--- config.mk ---
export PLATFORM = sky130hd
export DESIGN_NAME = rep_add_mac_unit
export DESIGN_NICKNAME = d
export VERILOG_FILES = /design/src/rtl/rep_add_mac_unit.sv
export SDC_FILE = /design/constraint.sdc
export NUM_CORES = 1
export LEC_CHECK = 0
export CAP_MARGIN = 5
export CORE_ASPECT_RATIO = 0.75
export CORE_MARGIN = 1
export CORE_UTILIZATION = 40
export DETAILED_ROUTE_END_ITERATION = 7
export DONT_BUFFER_PORTS = 1
export PLACE_DENSITY = 0.63
export SLEW_MARGIN = 10
export SYNTH_ARGS = -nofsm -noshare
export SYNTH_HDL_FRONTEND = slang
export SYNTH_SLANG_ARGS = --single-unit
--- constraint.sdc ---
create_clock -name Clk -period 4.6 [get_ports Clk]
set_input_delay 0.69 -clock Clk [delete_from_list [all_inputs] [get_ports Clk]]
set_output_delay 0.69 -clock Clk [all_outputs]
set_load 0.02 [all_outputs]
--- src/rtl/rep_add_mac_unit.sv ---
`default_nettype none
// ============================================================================
// Module   : rep_add_mac_unit
// Function : Self-sequenced multiply / multiply-accumulate by repeated
//            addition. Start/Busy/Done handshake, abort, sticky overflow
//            with optional saturation.
// Revision : 1.0 - initial release
// ============================================================================
module rep_add_mac_unit #(
  parameter int DATA_W   = 8,
  parameter int CNT_W    = 8,
  parameter int ACC_W    = 16,
  parameter int SATURATE = 0
) (
  input  logic              Clk,
  input  logic              Reset,
  input  logic              Start,
  input  logic              Mode,
  input  logic              Clr,
  input  logic              Abort,
  input  logic [DATA_W-1:0] A,
  input  logic [CNT_W-1:0]  B,
  output logic [ACC_W-1:0]  Result,
  output logic              Busy,
  output logic              Done,
  output logic              Ovf
);

  typedef enum logic [1:0] {
    S_IDLE = 2'd0,
    S_RUN  = 2'd1,
    S_DONE = 2'd2
  } state_t;

  localparam logic [ACC_W-1:0] c_all_ones = {ACC_W{1'b1}};
  localparam logic [CNT_W-1:0] c_cnt_one  = CNT_W'(1);

  state_t              state_q, state_d;
  logic [ACC_W-1:0]    acc_q, acc_d;
  logic [CNT_W-1:0]    cnt_q, cnt_d;
  logic [DATA_W-1:0]   a_q, a_d;
  logic                ovf_q, ovf_d;

  // One extra bit so the carry out of the accumulator is visible
  logic [ACC_W:0]      w_sum;
  assign w_sum = {1'b0, acc_q} + (ACC_W + 1)'(a_q);

  // State and datapath registers, cleared asynchronously
  always_ff @(posedge Clk or negedge Reset) begin
    if (!Reset) begin
      state_q <= S_IDLE;
      acc_q   <= '0;
      cnt_q   <= '0;
      a_q     <= '0;
      ovf_q   <= 1'b0;
    end else begin
      state_q <= state_d;
      acc_q   <= acc_d;
      cnt_q   <= cnt_d;
      a_q     <= a_d;
      ovf_q   <= ovf_d;
    end
  end

  // Next-state and datapath update
  always_comb begin
    state_d = state_q;
    acc_d   = acc_q;
    cnt_d   = cnt_q;
    a_d     = a_q;
    ovf_d   = ovf_q;
    case (state_q)
      S_IDLE: begin
        // Start outranks Clr; a MAC start keeps the current result and flag
        if (Start) begin
          a_d   = A;
          cnt_d = B;
          if (!Mode) begin
            acc_d = '0;
            ovf_d = 1'b0;
          end
          state_d = (B == '0) ? S_DONE : S_RUN;
        end else if (Clr) begin
          acc_d = '0;
          ovf_d = 1'b0;
        end
      end
      S_RUN: begin
        if (Abort) begin
          // Partial result is kept, no completion pulse
          state_d = S_IDLE;
        end else begin
          cnt_d = cnt_q - c_cnt_one;
          if (w_sum[ACC_W]) begin
            ovf_d = 1'b1;
            acc_d = (SATURATE != 0) ? c_all_ones : w_sum[ACC_W-1:0];
          end else begin
            acc_d = w_sum[ACC_W-1:0];
          end
          if (cnt_q == c_cnt_one) begin
            state_d = S_DONE;
          end
        end
      end
      S_DONE: begin
        state_d = S_IDLE;
      end
      default: begin
        state_d = S_IDLE;
      end
    endcase
  end

  assign Result = acc_q;
  assign Busy   = (state_q == S_RUN);
  assign Done   = (state_q == S_DONE);
  assign Ovf    = ovf_q;

endmodule
`default_nettype wire

; ---- Word level (Yosys, flattened, before mapping)
; Cells that the tools add are included.
[totals]
ff_bits = 35
word_cells = 43
inputBits = 22
[op_classes]
eq_ne = 9
n_reduce_logical = 8
muxes = 19
addsub = 2
[ops]
columns = cell, n
row1 = $mux W16, 4
row2 = $pmux W16 S2, 1
row3 = $add A16 B8 Y17, 1
row4 = $mux W8, 2
row5 = $pmux W8 S2, 1
row6 = $eq A8 B1 Y1 const B, 1
row7 = $logic_not A8 Y1, 1
row8 = $mux W2, 4
row9 = $sub A8 B1 Y8 const B, 1
row10 = $ne A3 B3 Y1 const B, 2
row11 = $mux W1, 5
row12 = $reduce_and A5 Y1, 1
row13 = $ne A2 B2 Y1 const B, 2
row14 = $pmux W2 S2, 1
row15 = $reduce_and A2 Y1, 2
row16 = $reduce_and A4 Y1, 1
row17 = $ne A3 B2 Y1 const B, 1
row18 = $reduce_and A3 Y1, 1
row19 = $eq A2 B1 Y1 const B, 1
row20 = $eq A2 B2 Y1 const B, 1
row21 = $logic_not A2 Y1, 1
row22 = $ne A2 B1 Y1 const B, 1
row23 = $pmux W1 S2, 1
row24 = $reduce_bool A2 Y1, 1

; ---- Logic depth before layout (Yosys ltp)
[logic_depth]
ltp_word = 4
ltp_mapped = 8
depth_no_buf = 8

; ---- Worst setup path after synthesis
; No wires, ideal clock.
[synth_path]
path_kind = reg-to-reg
startpoint = register acc_q[0] (netlist: Result[0])
endpoint = register acc_q[12] (netlist: Result[12])
path_slack_ps = 2205
t_required_ps = 4522
period_less_slack_ps = 2395
stages_incl_launch_ff = 9
t_arrival_ps = 2317
path_cell_list = dfrtp_1 ha_1 inv_1 fa_1 or2b_1 a21o_1 a211o_4 or3_1 a21oi_1
[synth_via]
elab_chain_len = 3
[synth_rtl]
columns = element, line_no
row1 = "start, declared", 39  ; logic [ACC_W-1:0] acc_q, acc_d;
row2 = "start signal, assigned", 52  ; acc_q <= '0;
row3 = "start signal, assigned", 58  ; acc_q <= acc_d;
row4 = $add A16 B8 Y17, 46  ; assign w_sum = {1'b0, acc_q} + (ACC_W + 1)'(a_q);
row5 = $mux W16, 89  ; if (Abort) begin
row6 = $pmux W16 S2, 72  ; case (state_q)
; No other way between the ends. The select of a mux whose other input is x is not followed.
; A chain may end at the register's enable or synchronous reset.

; ---- Worst setup path after layout
; Ends and elaborated chain as after synthesis.

==> results.toml <==
[status]
status = "finished, violations left"
violations = "design-rule violations"

[final_layout]
area_growth_pct = 6.63
nNetsFinal = 253
final_cells = 280
n_antenna_cell = 0
fin_util_pct = 44.3
design_area_um2 = 2170
drive_gt1_share_pct = 7.73

[placement]
dpl.cell_count = 273
place_hpwl_um = 3140
gp_congestion = 0.814
placed_cell_area_um2 = 2080
io_buffers = 0

[routing]
viasPerCell = 5.54
wl_um = 4290
route.detailed.drc = 10
final_antenna_net_count = 0
num_vias = 1551
dr.pass1.iters = 6
drt_iter0_markers = 59
routedWlPerCell_um = 15.3

[critical_path]
crit_type = "reg2reg"
r2r_cells = 8
cp_data_arrival_time_ps = 2730
crit_start = "Result[0]"
cp_data_required_time_ps = 4820
worstPathMaxFanout = 8
timing.rr.start = "Result[0]"
crit_path_end_kind = "flop"
startpoint_type = "flop"

[global_route]
track_usage_pct = 17.9
antenna_found_initial = 0
grt_max_degree = 36
grt_pass1_vias = 1545
grt_pass1_wl_um = 7450
overflow = 0

[synthesis]
synth_top_area_share_pct = 43.0
synth-xor-area-share_pct = 2.58
syn-num-nets = 251
yosys.area_share.adder_pct = 7.13
synth_area_um2 = 2040
syn_area_per_cell_um2 = 9.34
synthCells = 218
yosys_warnings = 0
synth_mux_area_share_pct = 3.87
synth.yosys.seq_area_share_pct = 43.0
synthSimpleGateAreaFrac_pct = 18.2
synth_top_family_by_area = "compound AO/OA/AOI/OAI gates"
synth_compound_area_share_pct = 22.1
synth-seq-cells = 35
yosys-top-cells-area = "dfrtp_1 (43%), ha_1 (6.1%), o21ai_0 (4.9%)"
synth_cell_types = 40
synth_edf_count = 0
async_flop_share_pct = 100
synth_flop_cell = "dfrtp_1"
synth_top_area_cell = "dfrtp_1"

[sta]
finClkSkew_ps = 7.18
setup_viol_count_final = 0
timing.final.crit_period_ps = 2510
tns_ps = 0
rsz0062_at_grt = "no"
hold_viol = 0
fmax_mhz = 399
relSlewSlack_pct = 41.6
drv_slew = 0
post-route-period-util_pct = 54.5
worst-slew-pin-transition_ps = 871

[clock_tree]
post_cts_buffers = 0
clk_path_buf_depth = 2
clk_latency_ps = 290
htree_levels = 2
numCtsBuffers = 5
ctsResizeCount = 0
root_buffer = "clkbuf_8"
cts_tree = "done"
cts.clk_slew.worst_paths_ps = 70
clock-sinks = 35
cts_hold_buffers = 0

[worst_hold_path]
hp-class = "in2async"

[die]
core.rowCount = 22
initial_core_util_pct = 41.6
dieArea_um2 = 5380
die_h_um = 63.8
core_area_um2 = 4900
ios = 41
die_w_um = 84.4

[power]
vdd_drop_max_uv = 187
p_leak_nw = 0.921
p_per_area_nw_per_um2 = 669

[run]
drv_cap = 0
==> logic make-up after synthesis <==
group,count (synthesis)
XOR/XNOR,6
adder cells (fa/ha/maj),11
AO/OA/AOI/OAI,69
multiplexers,7
flip-flops,35
buffers and inverters,15
AND/OR/NAND/NOR,75
==> placed cells by master (no fill, tap or decap), types with 2 or more instances in the layout <==
master	count
or3_1	4
nor2_1	14
o31ai_1	5
a211oi_1	2
clkbuf_8	6
xor2_1	4
nand2b_1	7
or4_1	6
and3_1	2
a21o_1	5
nand2_1	24
a21oi_1	18
nand3_1	10
o21ai_0	20
o211ai_1	5
o21a_1	3
nor3_1	2
xnor2_1	2
mux2_2	7
inv_1	10
dfrtp_1	35
a22o_1	2
a22oi_1	2
ha_1	10
==> flip-flops by register name, summed over array words and instances, names as in the netlist <==
signal	count
Ovf	1
cnt_q	8
a_q	8
state_q	2
Result	16
==> synth_stat cells (all sizes together), types with 2 or more instances <==
cell	count
nand2b	7
clkbuf	3
a211oi	2
a21o	5
mux2	7
inv	10
xor2	4
o21ai	20
and3	2
a22oi	2
o31ai	5
dfrtp	35
xnor2	2
a21oi	18
nand3	10
nor2	14
o21a	3
nand2	24
o211ai	5
ha	10
a211o	2
or3	4
a22o	2
buf	2
nor3	2
or4	6
==> final cells by class <==
cell class                 count  area [um2]
fill                         492        2730
multi-input combinational    168        1100
sequential                    35         876
clock buffer                   6        82.6
tap                           60        75.1
inverter                      10        37.5
clock inverter                 1        5.00
==> power breakdown <==
part	total (mW)	switching [mW]	internal, mW
clock	0.229	0.111	0.117
sequential	0.591	0.168	0.423
combinational	0.633	0.357	0.276
total	1.45	0.637	0.817
==> worst max-delay path, stage by stage (launching register included) <==
cell and delay (ps):
dfrtp_1 480, ha_1 230, inv_1 60, fa_1 380, or2b_1 270, a21o_1 190, a211o_4 360, or3_1 350
a21oi_1 140
==> worst paths after layout <==
| check | end | slack, ps |
|---|---|---|
| max | Result[12] | 2090 |
| min | Result[11] | 80 |
| max reg2reg | Result[12] | 2090 |
| min reg2reg | a_q[4] | 510 |
| max in group asynchronous | Result[0] | 4430 |
| min in group Clk | a_q[4] | 510 |
==> stage by stage <==
stage / hold WS (ps) / power (mW) / setup WS, ps
floorplan: 394 / 1.10 / 2210
detailed placement: 395 / 1.23 / 2090
finish: 84.6 / 1.45 / 2090
CTS: 75.8 / 1.47 / 2080
global route: 73.4 / 1.59 / 1970
global placement: 395 / 1.22 / 2120
==> metal layers <==
layer | vias up | GRT usage, % | part of all wire [%]
li1 | 796 | - | -
met1 | 714 | 24.3 | 51
met2 | 36 | 27.2 | 41
met3 | 5 | 5.43 | 7.1
met4 | 0 | 6.78 | 1.1
met5 | - | 0 | 0
No activity file was read; power rests on OpenSTA's default activity.
